**config.mk**
```make
export PLATFORM = sky130hd
export DESIGN_NAME = mem_access_unit_flat
export DESIGN_NICKNAME = d
export VERILOG_FILES = /design/src/rtl/mem_pkg.sv /design/src/rtl/mem_access_unit_if.sv /design/src/rtl/mem_lane_format.sv /design/src/rtl/mem_access_unit.sv /design/src/flat_wrapper.sv
export SDC_FILE = /design/constraint.sdc
export NUM_CORES = 1
export LEC_CHECK = 0
export BUFFER_PORTS_ARGS = -buffer_cell sky130_fd_sc_hd__clkbuf_2
export CAP_MARGIN = 20
export CELL_PAD_IN_SITES_DETAIL_PLACEMENT = 1
export CELL_PAD_IN_SITES_GLOBAL_PLACEMENT = 1
export CORE_MARGIN = 3
export CORE_UTILIZATION = 40
export DETAILED_ROUTE_END_ITERATION = 16
export PLACE_DENSITY_LB_ADDON = 0.25
export SYNTH_ARGS = -nofsm -noshare
export SYNTH_HDL_FRONTEND = slang
export SYNTH_HIERARCHICAL = 1
export SYNTH_SLANG_ARGS = --single-unit
```
**constraint.sdc**
```tcl
create_clock -name clk -period 4.7 [get_ports clk]
set_input_delay 0.235 -clock clk [delete_from_list [all_inputs] [get_ports clk]]
set_output_delay 0.235 -clock clk [all_outputs]
set_load 0.05 [all_outputs]
```
**src/rtl/mem_pkg.sv**
```systemverilog
// Shared width codes (RISC-V funct3) and FSM state encoding for the memory access unit.
package mem_pkg;

  localparam logic [2:0] MEM_B  = 3'b000;
  localparam logic [2:0] MEM_H  = 3'b001;
  localparam logic [2:0] MEM_W  = 3'b010;
  localparam logic [2:0] MEM_BU = 3'b100;
  localparam logic [2:0] MEM_HU = 3'b101;

  typedef enum logic [1:0] {
    IDLE = 2'd0,
    REQ  = 2'd1,
    RESP = 2'd2,
    REL  = 2'd3
  } state_t;

endpackage

```
**src/rtl/mem_access_unit_if.sv**
```systemverilog
// External single-port memory bus; the access unit is the master, the memory the slave.
interface mem_access_unit_if;

  logic        bus_req;
  logic        bus_we;
  logic [31:0] bus_addr;
  logic [3:0]  bus_be;
  logic [31:0] bus_wdata;
  logic        bus_ack;
  logic [31:0] bus_rdata;

  modport master (
    output bus_req, bus_we, bus_addr, bus_be, bus_wdata,
    input  bus_ack, bus_rdata
  );

  modport slave (
    input  bus_req, bus_we, bus_addr, bus_be, bus_wdata,
    output bus_ack, bus_rdata
  );

endinterface

```
**src/rtl/mem_lane_format.sv**
```systemverilog
// Combinational lane formatting: byte enables, store replication, load extraction/extension.
// The misaligned output only exists when MEM_MISALIGN_CHK_EN is defined.
module mem_lane_format
  import mem_pkg::*;
(
  input  logic [2:0]  strb,
  input  logic [1:0]  offset,
  input  logic [31:0] wdata,
  input  logic [31:0] rdata,
  output logic [3:0]  be,
  output logic [31:0] wdata_rep,
  output logic [31:0] rdata_ext,
  output logic        legal
`ifdef MEM_MISALIGN_CHK_EN
  , output logic      misaligned
`endif
);

  logic [7:0]  byte_sel;
  logic [15:0] half_sel;

  // Halfword lanes ignore offset[0], which is how misaligned halves get forced aligned.
  assign byte_sel = rdata[{offset, 3'b000} +: 8];
  assign half_sel = offset[1] ? rdata[31:16] : rdata[15:0];

  always_comb begin
    be        = 4'b0000;
    wdata_rep = wdata;
    rdata_ext = 32'd0;
    legal     = 1'b1;
    case (strb)
      MEM_B: begin
        be        = 4'b0001 << offset;
        wdata_rep = {4{wdata[7:0]}};
        rdata_ext = {{24{byte_sel[7]}}, byte_sel};
      end
      MEM_BU: begin
        be        = 4'b0001 << offset;
        wdata_rep = {4{wdata[7:0]}};
        rdata_ext = {24'd0, byte_sel};
      end
      MEM_H: begin
        be        = 4'b0011 << {offset[1], 1'b0};
        wdata_rep = {2{wdata[15:0]}};
        rdata_ext = {{16{half_sel[15]}}, half_sel};
      end
      MEM_HU: begin
        be        = 4'b0011 << {offset[1], 1'b0};
        wdata_rep = {2{wdata[15:0]}};
        rdata_ext = {16'd0, half_sel};
      end
      MEM_W: begin
        be        = 4'b1111;
        rdata_ext = rdata;
      end
      default: legal = 1'b0;
    endcase
  end

`ifdef MEM_MISALIGN_CHK_EN
  assign misaligned = (((strb == MEM_H) || (strb == MEM_HU)) && offset[0]) ||
                      ((strb == MEM_W) && (offset != 2'b00));
`endif

endmodule

```
**src/rtl/mem_access_unit.sv**
```systemverilog
// Multi-cycle memory access unit: turns held decoder requests into one bus transaction.
// Optional misalignment trap enabled by defining MEM_MISALIGN_CHK_EN.
module mem_access_unit
  import mem_pkg::*;
(
  input  logic        clk,
  input  logic        reset,
  input  logic        ReadReq,
  input  logic        WenMem,
  input  logic [2:0]  MemStrb,
  input  logic [31:0] Addr,
  input  logic [31:0] WrData,
  output logic [31:0] RdData,
  output logic        DataValid,
  output logic        MisAlign,
  mem_access_unit_if.master bus
);

  state_t      state;
  logic        we_q;
  logic [2:0]  strb_q;
  logic [1:0]  off_q;

  logic [2:0]  fmt_strb;
  logic [1:0]  fmt_off;
  logic [3:0]  fmt_be;
  logic [31:0] fmt_wdata;
  logic [31:0] fmt_rdata;
  logic        fmt_legal;
  logic        skip_bus;
  logic        new_req;

  // In IDLE the formatter sees the live request; afterwards it uses the latched width/offset.
  assign fmt_strb = (state == IDLE) ? MemStrb : strb_q;
  assign fmt_off  = (state == IDLE) ? Addr[1:0] : off_q;
  assign new_req  = WenMem || ReadReq;

`ifdef MEM_MISALIGN_CHK_EN
  logic fmt_misaligned;

  mem_lane_format u_fmt (
    .strb       (fmt_strb),
    .offset     (fmt_off),
    .wdata      (WrData),
    .rdata      (bus.bus_rdata),
    .be         (fmt_be),
    .wdata_rep  (fmt_wdata),
    .rdata_ext  (fmt_rdata),
    .legal      (fmt_legal),
    .misaligned (fmt_misaligned)
  );

  assign skip_bus = !fmt_legal || fmt_misaligned;

  always_ff @(posedge clk or posedge reset) begin
    if (reset)
      MisAlign <= 1'b0;
    else if (state == IDLE && new_req && fmt_misaligned)
      MisAlign <= 1'b1;
    else if (state == REL)
      MisAlign <= 1'b0;
  end
`else
  mem_lane_format u_fmt (
    .strb      (fmt_strb),
    .offset    (fmt_off),
    .wdata     (WrData),
    .rdata     (bus.bus_rdata),
    .be        (fmt_be),
    .wdata_rep (fmt_wdata),
    .rdata_ext (fmt_rdata),
    .legal     (fmt_legal)
  );

  assign skip_bus = !fmt_legal;
  assign MisAlign = 1'b0;
`endif

  // Request/response FSM; DataValid pulses the cycle after RESP is entered.
  always_ff @(posedge clk or posedge reset) begin
    if (reset) begin
      state         <= IDLE;
      we_q          <= 1'b0;
      strb_q        <= 3'd0;
      off_q         <= 2'd0;
      RdData        <= 32'd0;
      DataValid     <= 1'b0;
      bus.bus_req   <= 1'b0;
      bus.bus_we    <= 1'b0;
      bus.bus_addr  <= 32'd0;
      bus.bus_be    <= 4'd0;
      bus.bus_wdata <= 32'd0;
    end else begin
      DataValid <= 1'b0;
      case (state)
        IDLE: begin
          if (new_req) begin
            we_q   <= WenMem;
            strb_q <= MemStrb;
            off_q  <= Addr[1:0];
            if (skip_bus) begin
              RdData <= 32'd0;
              state  <= RESP;
            end else begin
              bus.bus_req   <= 1'b1;
              bus.bus_we    <= WenMem;
              bus.bus_addr  <= {Addr[31:2], 2'b00};
              bus.bus_be    <= fmt_be;
              bus.bus_wdata <= fmt_wdata;
              state         <= REQ;
            end
          end
        end
        REQ: begin
          if (bus.bus_ack) begin
            if (!we_q)
              RdData <= fmt_rdata;
            bus.bus_req <= 1'b0;
            state       <= RESP;
          end
        end
        RESP: begin
          DataValid <= 1'b1;
          state     <= REL;
        end
        REL: begin
          // A request still held from this transaction must drop before another can start.
          if (!new_req)
            state <= IDLE;
        end
        default: state <= IDLE;
      endcase
    end
  end

endmodule

```
**src/flat_wrapper.sv**
```systemverilog
// flat-port wrapper written by rule: the top's interface ports become plain ports
module mem_access_unit_flat import mem_pkg::*;
  (clk, reset, ReadReq, WenMem, MemStrb, Addr, WrData, RdData, DataValid, MisAlign, bus_bus_req, bus_bus_we, bus_bus_addr, bus_bus_be, bus_bus_wdata, bus_bus_ack, bus_bus_rdata);
  mem_access_unit_if bus_i ();
  input  logic clk;
  input  logic reset;
  input  logic ReadReq;
  input  logic WenMem;
  input  logic [2:0] MemStrb;
  input  logic [31:0] Addr;
  input  logic [31:0] WrData;
  output logic [31:0] RdData;
  output logic DataValid;
  output logic MisAlign;
  output wire logic [$bits(bus_i.bus_req)-1:0] bus_bus_req;
  output wire logic [$bits(bus_i.bus_we)-1:0] bus_bus_we;
  output wire logic [$bits(bus_i.bus_addr)-1:0] bus_bus_addr;
  output wire logic [$bits(bus_i.bus_be)-1:0] bus_bus_be;
  output wire logic [$bits(bus_i.bus_wdata)-1:0] bus_bus_wdata;
  input wire logic [$bits(bus_i.bus_ack)-1:0] bus_bus_ack;
  input wire logic [$bits(bus_i.bus_rdata)-1:0] bus_bus_rdata;
  assign bus_bus_req = bus_i.bus_req;
  assign bus_bus_we = bus_i.bus_we;
  assign bus_bus_addr = bus_i.bus_addr;
  assign bus_bus_be = bus_i.bus_be;
  assign bus_bus_wdata = bus_i.bus_wdata;
  assign bus_i.bus_ack = bus_bus_ack;
  assign bus_i.bus_rdata = bus_bus_rdata;
  mem_access_unit u_core (.clk(clk), .reset(reset), .ReadReq(ReadReq), .WenMem(WenMem), .MemStrb(MemStrb), .Addr(Addr), .WrData(WrData), .RdData(RdData), .DataValid(DataValid), .MisAlign(MisAlign), .bus(bus_i));
endmodule
```
* Yosys cells after proc, flatten, opt, wreduce, memory -nomap -nowiden *
Index checks and enable logic that the tools add are counted.
Widths: inputs -> output; s select.

word-level totals
  output and inout port bits = 104
  latch bits = 0
  ROM bits = 0
  memories = 0
  register bits after elaboration = 109
  input port bits = 104
  memory bits (writable) = 0
  word-level logic and storage cells = 61

operators by class
  bitwise gates (word level) = 0
  $add $sub $neg = 0
  $mul = 0
  $lt $le $gt $ge = 0
  eq/ne operators = 13
  div/mod/pow operators = 0
  reduce and logical (&&, ||, !) cells = 12
  shift operators = 3
  muxes and demuxes = 22

operators by type and width
  operator             count
  $pmux 32 s5          1
  $mux 32              4
  $pmux 32 s2          2
  $shiftx 32x6->8      1
  $mux 16              1
  $pmux 4 s3           1
  $mux 2               5
  $ne 2x2->1 const B   4
  $pmux 2 s4           1
  $eq 3x3->1 const B   2
  $reduce_and 3->1     2
  $mux 1               5
  $reduce_and 5->1     1
  $reduce_or 5->1      1
  $eq 2x2->1 const B   2
  $ne 2x1->1 const B   2
  $reduce_and 4->1     1
  $reduce_or 2->1      2
  $shl 1x2->4 const A  1
  $shl 2x2->4 const A  1
  $eq 3x1->1 const B   1
  $eq 3x2->1 const B   1
  $logic_not 3->1      1
  $mux 3               1
  6 further kinds      6

* Logic depth before layout (Yosys ltp) *
Gate-level depths: netlist of run 1.

  word-level depth = 8
  gate-level depth with buffers = 12
  mapped depth without buffers = 8

* Cells and area by module *
Netlist of run 1, hierarchy kept.

by module, submodules not included
  module           cells each  sequential area each (um^2)  instances  area an instance (um^2)
  mem_access_unit  329         2,727.6                      1          4,530.6
  mem_lane_format  184         0.0                          1          1,446.4

* Worst setup path before layout of run 1 *
Ideal clock, no wire load.

  path type = register to register
  from = register u_core.state[0]
  to = register u_core.bus.bus_addr[22]
  required time = 4.575 ns
  period minus slack after synthesis = 3.033 ns
  arrival = 2.908 ns
  setup time = 0.125 ns
  setup slack = 1.667 ns
  cell stages (with the launch flop) = 13
  path buffers = 5
  path through = dfrtp_1 inv_1 ha_1 clkbuf_1 mux2_2 buf_2 or2_2 clkbuf_1 nand2_1 o211ai_1 buf_2 buf_4 mux2_2

on the way
  longest elaborated chain between the ends = 6
  elaborated cells between the ends (all ways) = 10
  those cells by class = eq/ne: 4; mux: 2; reduce/logical: 4

RTL lines
  item                                RTL line                  source
  from (decl)                         mem_access_unit.sv:19     state_t state;
  from (signal assigned)              mem_access_unit.sv:82     state <= IDLE;
  from (signal assigned)              mem_access_unit.sv:103    state <= RESP;
  from (signal assigned)              mem_access_unit.sv:110    state <= REQ;
  $logic_not 2->1 *                   mem_access_unit.sv:34     assign fmt_strb = (state == IDLE) ? MemStrb : strb_q;
  $mux 3 *                            mem_access_unit.sv:34
  net u_core.fmt_strb[2]              mem_access_unit.sv:24     logic [2:0] fmt_strb;
  $eq 3x2->1 (tied with other cells)  mem_lane_format.sv:31     case (strb)
  $reduce_or 5->1 (no line) *         n/a
  $mux 1 *                            mem_lane_format.sv:31
  net u_core.fmt_legal                mem_access_unit.sv:29     logic fmt_legal;
  $reduce_and 3->1 (no line) *        n/a
  to (signal assigned)                mem_access_unit.sv:107    bus.bus_addr <= {Addr[31:2], 2'b00};
  to (decl)                           mem_access_unit_if.sv:13  output bus_req, bus_we, bus_addr, bus_be, bus_wdata,

Mark *: on every way through the listed nets, which the timed path passes. The rest lies on a longest branch.
A chain may end at the register's enable or synchronous reset.

* Worst setup path after layout of run 1 *
  from = register u_core.state[0]
  to = register u_core.bus.bus_wdata[5]

on the way
  longest elaborated chain between the ends = 6
  elaborated cells between the ends (all ways) = 10
  those cells by class = eq/ne: 4; mux: 2; reduce/logical: 4

RTL lines
  item                                RTL line                  source
  $logic_not 2->1 *                   mem_access_unit.sv:34
  $mux 3 *                            mem_access_unit.sv:34
  net u_core.fmt_strb[0]              mem_access_unit.sv:24
  $eq 3x2->1 (tied with other cells)  mem_lane_format.sv:31
  $reduce_or 5->1 (no line) *         n/a
  $mux 1 *                            mem_lane_format.sv:31
  net u_core.fmt_legal                mem_access_unit.sv:29
  $reduce_and 3->1 (no line) *        n/a
  to (signal assigned)                mem_access_unit.sv:109    bus.bus_wdata <= fmt_wdata;
  to (decl)                           mem_access_unit_if.sv:13

Marked as above.

==> results of run 1 <==
[worst paths after layout]
check	start	end	depth (start not counted)
max	u_core/state[0]$_DFFE_PP0P_	u_core/bus.bus_wdata[5]$_DFFE_PP0P_	8
min	reset	u_core/bus.bus_addr[15]$_DFFE_PP0P_	2
max reg2reg	u_core/state[0]$_DFFE_PP0P_	u_core/bus.bus_wdata[5]$_DFFE_PP0P_	8
min reg2reg	u_core/bus.bus_addr[30]$_DFFE_PP0P_	u_core/bus.bus_addr[30]$_DFFE_PP0P_	1
max in group asynchronous	reset	u_core/RdData[0]$_DFFE_PP0P_	3
min in group clk	Addr[28]	u_core/bus.bus_addr[28]$_DFFE_PP0P_	2
[layout make-up]
type / count / area [um2]
clock inverter: 5 / 52.6
inverter: 38 / 145
fill: 1655 / 7380
clock buffer: 11 / 253
sequential: 109 / 2730
tap: 184 / 230
multi-input combinational: 319 / 2740
timing repair buffer: 209 / 1060
[cells in the mapped netlist (3+ instances only)]
library cell / count / area (um2)
a22o_1: 3 / 26.3
mux2i_1: 54 / 541
dfrtp_1: 109 / 2730
ha_1: 5 / 62.6
a22oi_1: 23 / 173
nand2_1: 52 / 195
clkbuf_1: 8 / 30.0
buf_2: 9 / 45.0
nor2_1: 4 / 15.0
inv_1: 38 / 143
buf_8: 4 / 60.1
a211oi_1: 15 / 113
buf_6: 7 / 78.8
o21ai_0: 25 / 125
buf_4: 21 / 158
mux2_2: 106 / 1190
[critical path, cell delays in order, from the launching register on]
cell	delay (ps)
dfrtp_1	400
inv_1	130
ha_1	490
mux2_2	600
or2_2	290
nand2_1	180
o211ai_1	190
buf_4	690
mux2_2	420
[registers in the layout, summed over array words and instances (netlist names)]
signal	count
u_core/we_q	1
u_core/bus.bus_req	1
u_core/bus.bus_addr	30
u_core/bus.bus_we	1
u_core/bus.bus_wdata	32
u_core/state	2
u_core/DataValid	1
u_core/off_q	2
u_core/bus.bus_be	4
u_core/strb_q	3
u_core/RdData	32
[per-stage QoR]
step / std cells / utilization (%) / setup slack, ps / hold WS (ps)
2_1_floorplan: 515 / - / 1590 / 381
3_3_place_gp: 859 / 47.3 / 1260 / 466
3_5_place_dp: 859 / 47.3 / 1100 / 471
4_1_cts: 875 / 49.4 / 1080 / 91.9
5_1_grt: 875 / 49.4 / 804 / 92.1
6_report: 875 / 49.4 / 1140 / 78.7
[logic make-up (layout without fill, tap and decap cells)]
group           after synthesis  after routing  synth area share, %
compound gates               81             81                 9.84
fa+ha+maj                     5              5                 1.05
buf+inv                      87            263                 8.60
flops                       109            109                 45.6
mux                         162            162                 29.5
other cells                   1              3               0.0627
simple gates                 68             68                 5.30
[per-layer routing]
metal,up-vias,GRT usage (%),wire (um)
met5,-,0,0
met2,141,34.1,8250
met1,2224,24.1,6480
li1,2124,-,-
met4,0,6.55,184
met3,13,6.50,1260
==> impl_metrics.env, run 1 <==
export IMPL_antenna_cells=0
export IMPL_dr_pass1_iters=4
export IMPL_cp_required_ps=4940
export IMPL_grt_start_max_net_pins=77
export IMPL_ys_async_sr_fraction_pct=100
export IMPL_end_kind="register"
export IMPL_initial_core_util_pct=41.0
export IMPL_final_min_clock_period_ps=3560
export IMPL_drt_wl_total_mm=16.2
export IMPL_grt_pass1_vias=5044
export IMPL_r2r_slack_ps=1140
export IMPL_track_usage_pct=20.1
export IMPL_grt_overflow_total=0
export IMPL_cp_arrival_ps=3800
export IMPL_cts_resized=0
export IMPL_wl_per_cell_um=18.5
export IMPL_final_common_cell="clkbuf_2"
export IMPL_grt_pass1_wl_mm=26.1
export IMPL_ys_ff_latch=109
export IMPL_cts_buffer_depth=2
export IMPL_htreeDepth=3
export IMPL_final_max_slew_viol_count=0
export IMPL_grt_antenna_before_repair=0
export IMPL_final_area_mm2=0.00721
export IMPL_clock_sinks=109
export IMPL_postPlaceCellArea_mm2=0.00690
export IMPL_syn_inst=513
export IMPL_num_vias=4502
export IMPL_crit_path_start_kind="register"
export IMPL_hpwl_mm=12.2
export IMPL_rsz0062_at_grt="false"
export IMPL_final_cell_mix="clkbuf_2 (204), dfrtp_1 (109), mux2_2 (106), mux2i_1 (54), nand2_1 (52)"
export IMPL_yosysSeqAreaShare_pct=45.6
export IMPL_viasPerCell=5.15
export IMPL_synth_cell_type_count=42
export IMPL_fp_row_count=44
export IMPL_globalplace_congestion=0.777
export IMPL_fmax_mhz=281
export IMPL_die_height_um=128
export IMPL_synth_area_per_cell_um2=11.7
export IMPL_clk_latency_ps=350
export IMPL_core_mm2=0.0146
export IMPL_cts_tree="yes"
export IMPL_cp_max_fo=66
export IMPL_outcome="finished clean"
export IMPL_synth_edf_count=0
export IMPL_final_nets=795
export IMPL_syn_area_mm2=0.00598
export IMPL_drive_above_1_share_pct=49.6
export IMPL_cts_setup_buffers=0
export IMPL_synth_ff_type="dfrtp_1"
export IMPL_area_growth_pct=20.6
export IMPL_ant_nets=0
export IMPL_die_w_um=128
export IMPL_slew_headroom_pct=37.4
export IMPL_drt_initial_drc_count=287
export IMPL_cts_buffers=9
export IMPL_io_pins=208
export IMPL_skew_ps=6.85
export IMPL_finalSetupViolations=0
export IMPL_cts_root_buf="clkbuf_16"
export IMPL_dieArea_mm2=0.0164
export IMPL_clk_pin_slew_worst_paths_ps=80
export IMPL_tns_ps=0
export IMPL_fin_crit_sh_pct=75.8
export IMPL_drc=0
export IMPL_worstMarginPinSlew_ps=938
export IMPL_hold_class="in2async"
export IMPL_critical_path_class="reg2reg"
export IMPL_ctsHoldBuffers=0
export IMPL_maxCapViolations=0
export IMPL_portBuffers=204
export IMPL_yosys_warnings=6
export IMPL_hold_viol=0
Power of run 1 is not shown: default switching activity piles up to over one toggle a cycle in this logic, so the estimate is an artifact.
==> run 2: changes to the inputs <==
--- a/config.mk
+++ b/config.mk
@@ -10,7 +10,7 @@
 export CELL_PAD_IN_SITES_DETAIL_PLACEMENT = 1
 export CELL_PAD_IN_SITES_GLOBAL_PLACEMENT = 1
 export CORE_MARGIN = 3
-export CORE_UTILIZATION = 40
+export CORE_UTILIZATION = 35
 export DETAILED_ROUTE_END_ITERATION = 16
 export PLACE_DENSITY_LB_ADDON = 0.25
 export SYNTH_ARGS = -nofsm -noshare
==> constraint.sdc (replaced) <==
create_clock -name clk -period 3.19 [get_ports clk]
set_input_delay 0.1595 -clock clk [delete_from_list [all_inputs] [get_ports clk]]
set_output_delay 0.1595 -clock clk [all_outputs]
set_load 0.05 [all_outputs]
==> run 2 against run 1 <==
  * Critical path depth up 1
  * Via count up 1.1%
  * First-iteration DRC count down 19%
  * Final cell count up 5.0%
  * Clock skew up 0.83 ps
  * Highest routed layer is now met5
==> impl_metrics.env, run 2 (synthesized netlist as in run 1, its figures left out) <==
export IMPL_outcome="finished clean"
export IMPL_cts_root_buf="clkbuf_16"
export IMPL_drc=0
export IMPL_fp_row_count=47
export IMPL_portBuffers=204
export IMPL_fin_crit_sh_pct=90.7
export IMPL_grt_start_max_net_pins=67
export IMPL_grt_antenna_before_repair=1
export IMPL_cts_tree="yes"
export IMPL_initial_core_util_pct=35.9
export IMPL_end_kind="register"
export IMPL_drt_wl_total_mm=17.1
export IMPL_rsz0062_at_grt="false"
export IMPL_holdPathEnd="u_core/bus.bus_addr[11]$_DFFE_PP0P_"
export IMPL_ctsHoldBuffers=1
export IMPL_grt_overflow_total=0
export IMPL_cp_arrival_ps=3170
export IMPL_final_cell_mix="clkbuf_2 (204), dfrtp_1 (109), mux2_2 (106), mux2i_1 (54), nand2_1 (52)"
export IMPL_wl_per_cell_um=18.6
export IMPL_final_common_cell="clkbuf_2"
export IMPL_cp_required_ps=3460
export IMPL_hold_class="in2reg"
export IMPL_final_max_slew_viol_count=0
export IMPL_area_growth_pct=22.9
export IMPL_drive_above_1_share_pct=49.6
export IMPL_worst_r2r_cell_count=9
export IMPL_cp_max_fo=17
export IMPL_crit_chain="inv_1, ha_1, mux2_2, buf_4, nor3b_4, a22oi_1, o21ai_0, nand2_1, mux2i_1"
export IMPL_fmax_mhz=345
export IMPL_clk_pin_slew_worst_paths_ps=70
export IMPL_reg2reg_from="u_core/state[1]$_DFFE_PP0P_"
export IMPL_maxCapViolations=0
export IMPL_die_height_um=137
export IMPL_hpwl_mm=12.9
export IMPL_slowest_delay_ps=630
export IMPL_num_fill_cells=1923
export IMPL_reg_top3="u_core/RdData (32), u_core/bus.bus_wdata (32), u_core/bus.bus_addr (30)"
export IMPL_hold_viol=0
export IMPL_grt_pass1_wl_mm=27.2
export IMPL_cts_setup_buffers=0
export IMPL_globalplace_congestion=0.796
export IMPL_cts_buffer_depth=2
export IMPL_final_min_clock_period_ps=2890
export IMPL_cts_buffers=9
export IMPL_antenna_cells=0
export IMPL_slew_headroom_pct=53.8
export IMPL_r2r_slack_ps=300
export IMPL_clk_latency_ps=350
export IMPL_crit_slowest_cell="nor3b_4"
export IMPL_final_nets=803
export IMPL_grt_pass1_vias=5052
export IMPL_viasPerCell=4.95
export IMPL_clock_sinks=109
export IMPL_skew_ps=7.68
export IMPL_io_pins=208
export IMPL_htreeDepth=3
export IMPL_core_mm2=0.0166
export IMPL_track_usage_pct=18.7
export IMPL_dr_pass1_iters=4
export IMPL_num_vias=4553
export IMPL_finalSetupViolations=0
export IMPL_crit_path_start_kind="register"
export IMPL_die_w_um=137
export IMPL_whs_path_depth=2
export IMPL_worstHoldStart="Addr[11]"
export IMPL_cts_resized=0
export IMPL_ant_nets=0
export IMPL_tns_ps=0
export IMPL_reg2reg_to="u_core/RdData[12]$_DFFE_PP0P_"
export IMPL_critical_path_class="reg2reg"
export IMPL_drt_initial_drc_count=233
export IMPL_dieArea_mm2=0.0187
export IMPL_worstMarginPinSlew_ps=693
==> run 2: cell count changes in the layout (fill, tap and decap cells not counted), sizes merged <==
cell / before / now
dlygate4sd3: 0 / 1
buf: 5 / 12
inv: 41 / 38
bufinv: 0 / 2
clkbuf: 215 / 216
==> run 2: routing by layer <==
layer	routed length, um	share of wire [%]	GRT usage [%]	up-vias
li1	-	-	-	2133
met1	7010	41	23.3	2257
met2	8420	49	30.8	147
met3	1480	8.6	6.21	14
met4	177	1.0	5.43	2
met5	7	0.041	0	-
==> run 2: cell type report <==
class	instances	area [um2]	share of cell area (%)
Tap cell	220	275	3.75
Inverter	38	145	1.98
Timing Repair Buffer	217	1150	15.6
Sequential cell	109	2730	37.1
Multi-Input combinational cell	319	2740	37.3
Clock buffer	12	236	3.22
Clock inverter	4	72.6	0.988
==> run 2: critical path, delay by kind of cell (launching register included) <==
kind | cells | cell delay (ps)
buf+inv | 2 | 400
fa+ha+maj | 1 | 330
mux | 2 | 580
compound gates | 2 | 350
simple gates | 2 | 730
flops | 1 | 410
==> run 2: worst max-delay path by stage <==
stage / start / slack, ps / endpoint
finish: u_core/state[1]$_DFFE_PP0P_ / 300 / u_core/RdData[12]$_DFFE_PP0P_
global route: u_core/state[1]$_DFFE_PP0P_ / 30 / u_core/RdData[8]$_DFFE_PP0P_
CTS: u_core/state[1]$_DFFE_PP0P_ / 290 / u_core/RdData[8]$_DFFE_PP0P_
detailed placement: u_core/state[0]$_DFFE_PP0P_ / 330 / u_core/RdData[8]$_DFFE_PP0P_
global placement: u_core/state[0]$_DFFE_PP0P_ / 470 / u_core/RdData[8]$_DFFE_PP0P_
floorplan: reset / 160 / u_core/DataValid$_DFF_PP0_
==> run 2: stage by stage <==
stage	utilization, %	instances	cell area, um2	hold slack [ps]	setup WS (ps)
2_1_floorplan	-	515	5980	305	157
3_3_place_gp	42.2	902	7030	262	469
3_5_place_dp	42.2	902	7030	267	327
4_1_cts	44.1	919	7350	25.4	287
5_1_grt	44.1	919	7350	23.0	25.5
6_report	44.1	919	7350	37.9	296
Power of run 2 is left out for the same reason.
==> run 3: changes to the inputs <==
--- a/config.mk
+++ b/config.mk
@@ -5,12 +5,13 @@
 export SDC_FILE = /design/constraint.sdc
 export NUM_CORES = 1
 export LEC_CHECK = 0
+export ABC_AREA = 1
 export BUFFER_PORTS_ARGS = -buffer_cell sky130_fd_sc_hd__clkbuf_2
 export CAP_MARGIN = 20
 export CELL_PAD_IN_SITES_DETAIL_PLACEMENT = 1
 export CELL_PAD_IN_SITES_GLOBAL_PLACEMENT = 1
 export CORE_MARGIN = 3
-export CORE_UTILIZATION = 35
+export CORE_UTILIZATION = 32
 export DETAILED_ROUTE_END_ITERATION = 16
 export PLACE_DENSITY_LB_ADDON = 0.25
 export SYNTH_ARGS = -nofsm -noshare
==> run 3 against run 2 <==
  * Critical path depth is 3 higher
  * Die area is 12% higher
  * Fmax is 3.3% higher
  * Synthesized cell count is 74% higher
  * Flip-flop and latch count stayed put
  * Synthesized area is 2.9% higher
  * Via count is 34% higher
  * Wire length is 21% higher
  * Non-clock buffer count is 3 higher
  * Critical endpoint is now u_core/bus.bus_wdata[13]$_DFFE_PP0P_
  * Largest cell class unchanged
==> impl_metrics.env, run 3 <==
export IMPL_skew_ps=13.2
export IMPL_viasPerCell=4.67
export IMPL_cts_buffer_depth=2
export IMPL_synth_area_per_cell_um2=6.89
export IMPL_core_mm2=0.0188
export IMPL_synth_cell_type_count=26
export IMPL_critical_path_class="reg2reg"
export IMPL_critical_path_top_delay_family="buffers and inverters"
export IMPL_worstMarginPinSlew_ps=523
export IMPL_io_pins=208
export IMPL_yosys_top_cells_count="nand2_1 (409), nand3_1 (122), dfrtp_1 (109)"
export IMPL_ys_async_sr_fraction_pct=100
export IMPL_synthAdderAreaFrac_pct=1.02
export IMPL_dr_pass1_iters=4
export IMPL_yosys_warnings=6
export IMPL_finalSetupViolations=0
export IMPL_crit_path_start_kind="register"
export IMPL_cp_max_fo=44
export IMPL_cts_buffers=9
export IMPL_final_min_clock_period_ps=2800
export IMPL_syn_area_mm2=0.00615
export IMPL_slowest_delay_ps=500
export IMPL_synth_xor_area_share_pct=0
export IMPL_die_w_um=145
export IMPL_synth_top_family_by_area="simple AND/OR/NAND/NOR gates"
export IMPL_synth_ff_type="dfrtp_1"
export IMPL_fmax_mhz=357
export IMPL_fin_crit_sh_pct=87.8
export IMPL_final_cell_mix="nand2_1 (407), clkbuf_2 (204), nand3_1 (122), dfrtp_1 (109), inv_1 (86)"
export IMPL_grt_antenna_before_repair=2
export IMPL_portBuffers=204
export IMPL_globalplace_congestion=0.852
export IMPL_final_common_cell="nand2_1"
export IMPL_track_usage_pct=19.8
export IMPL_reg_top3="u_core/RdData (32), u_core/bus.bus_wdata (32), u_core/bus.bus_addr (30)"
export IMPL_synthSimpleGateAreaFrac_pct=40.2
export IMPL_grt_start_max_net_pins=74
export IMPL_yosysSeqAreaShare_pct=44.4
export IMPL_outcome="finished clean"
export IMPL_clk_pin_slew_worst_paths_ps=80
export IMPL_htreeDepth=3
export IMPL_post_synth_top_count_cell="nand2_1"
export IMPL_drt_initial_drc_count=279
export IMPL_cp_arrival_ps=3100
export IMPL_final_nets=1176
export IMPL_p_total_uw=9610
export IMPL_area_growth_pct=23.3
export IMPL_clk_latency_ps=360
export IMPL_tns_ps=0
export IMPL_peakVddDrop_mv=0.430
export IMPL_drt_wl_total_mm=20.7
export IMPL_muxShareOfSynthArea_pct=0
export IMPL_crit_chain="inv_1, ha_1, inv_2, nand2_1, o21ai_1, inv_1, nand3_4, nand2_2, buf_4, buf_4, nand3_1, nand2_1"
export IMPL_hold_class="in2reg"
export IMPL_synthTopCellsByArea="dfrtp_1 (44%), nand2_1 (25%), nand3_1 (9.9%)"
export IMPL_cts_root_buf="clkbuf_16"
export IMPL_initial_core_util_pct=32.8
export IMPL_maxCapViolations=0
export IMPL_antenna_cells=0
export IMPL_ys_ff_latch=109
export IMPL_grt_pass1_vias=6053
export IMPL_p_per_area_mw_per_mm2=1270
export IMPL_crit_buf_inv=5
export IMPL_hold_viol=0
export IMPL_cp_required_ps=3480
export IMPL_drive_above_1_share_pct=24.8
export IMPL_crit_slowest_cell="buf_4"
export IMPL_final_max_slew_viol_count=0
export IMPL_clock_sinks=109
export IMPL_drc=0
export IMPL_die_height_um=145
export IMPL_ant_nets=0
export IMPL_num_vias=6097
export IMPL_leakage_uw=0.00479
export IMPL_rsz0062_at_grt="false"
export IMPL_cts_tree="yes"
export IMPL_grt_pass1_wl_mm=32.9
export IMPL_hpwl_mm=15.1
export IMPL_synth_top_cell_area_share_pct=44.4
export IMPL_end_kind="register"
export IMPL_fp_row_count=50
export IMPL_syn_inst=893
export IMPL_grt_overflow_total=0
export IMPL_final_core_util_pct=40.4
export IMPL_synth_edf_count=0
export IMPL_dieArea_mm2=0.0209
export IMPL_wl_per_cell_um=15.8
export IMPL_slew_headroom_pct=65.0
export IMPL_synth_area_leader_cell="dfrtp_1"
export IMPL_synth_compound_area_share_pct=3.19
## run 3: cell types whose count changed in the layout (fill, tap and decap cells not counted), moves of 4 or more
cell	delta
mux2_2	-106
nor2_2	+4
nand2_1	+355
mux2i_1	-54
a21oi_1	+8
nor2_1	+36
o21ai_0	-12
a211oi_1	-15
nand2_2	+9
inv_2	+6
a22oi_1	-23
inv_1	+49
nand3_1	+121
## run 3: through the flow
stage / cells / cell area (um2) / setup WS, ps / hold slack, ps
after floorplan: 895 / 6160 / 157 / 280
after global placement: 1289 / 7280 / 331 / 225
after detailed placement: 1289 / 7280 / 165 / 233
after CTS: 1306 / 7580 / 141 / 7.04
after global routing: 1306 / 7580 / 80.4 / 29.6
final: 1306 / 7580 / 388 / 20.7
## run 3: area by class of cell
type / count / area [um2]
Clock inverter: 6 / 50.0
Multi-Input combinational cell: 634 / 2750
Tap cell: 234 / 293
Inverter: 93 / 352
Sequential cell: 109 / 2730
Timing Repair Buffer: 220 / 1170
Clock buffer: 10 / 239
Fill cell: 2474 / 11200
## run 3: kinds of logic after synthesis
family / count (synthesis)
other: 1
DFF: 109
buffers and inverters: 152
and+or+nand+nor: 591
adders and majority gates: 5
AOI/OAI and AO/OA: 35
## run 3: repair_timing
action | 4_1_cts | 5_1_grt
hold buffers | 1 | 0
buffers inserted | 0 | 0
gates resized for setup | 0 | 3
hold endpoints to repair | 36 | 0
endpoints found under the setup margin | 0 | 24
## run 3: worst paths after layout
kind	endpoint	depth (start not counted)	slack, ps	start
worst max-delay path	u_core/bus.bus_wdata[13]$_DFFE_PP0P_	12	390	u_core/state[0]$_DFFE_PP0P_
worst min-delay path	u_core/bus.bus_addr[20]$_DFFE_PP0P_	3	20	Addr[20]
worst max register to register	u_core/bus.bus_wdata[13]$_DFFE_PP0P_	12	390	u_core/state[0]$_DFFE_PP0P_
worst min register to register	u_core/bus.bus_wdata[17]$_DFFE_PP0P_	2	470	u_core/bus.bus_wdata[17]$_DFFE_PP0P_
max in group asynchronous	u_core/bus.bus_be[2]$_DFFE_PP0P_	4	1990	reset
min in group asynchronous	u_core/RdData[0]$_DFFE_PP0P_	3	390	reset
## run 3: report_power, final
group          internal, uW  switching [uW]  total, uW
sequential             1930             289       2220
combinational          1490            4760       6250
clock                   566             574       1140
## run 3: worst min-delay path: cells and delay by family
family	cells	cell delay (ps)
AND/OR/NAND/NOR	2	110
buffers and inverters	1	80
## run 3: layer usage
| layer | share of wire, % | up-vias | GRT usage [%] |
|---|---|---|---|
| met4 | 1.5 | 4 | 5.40 |
| met2 | 45 | 139 | 30.6 |
| li1 | - | 3060 | - |
| met5 | 0.11 | - | 0 |
| met1 | 49 | 2875 | 28.8 |
| met3 | 4.5 | 19 | 3.17 |
No activity file was read; power rests on OpenSTA's default activity.
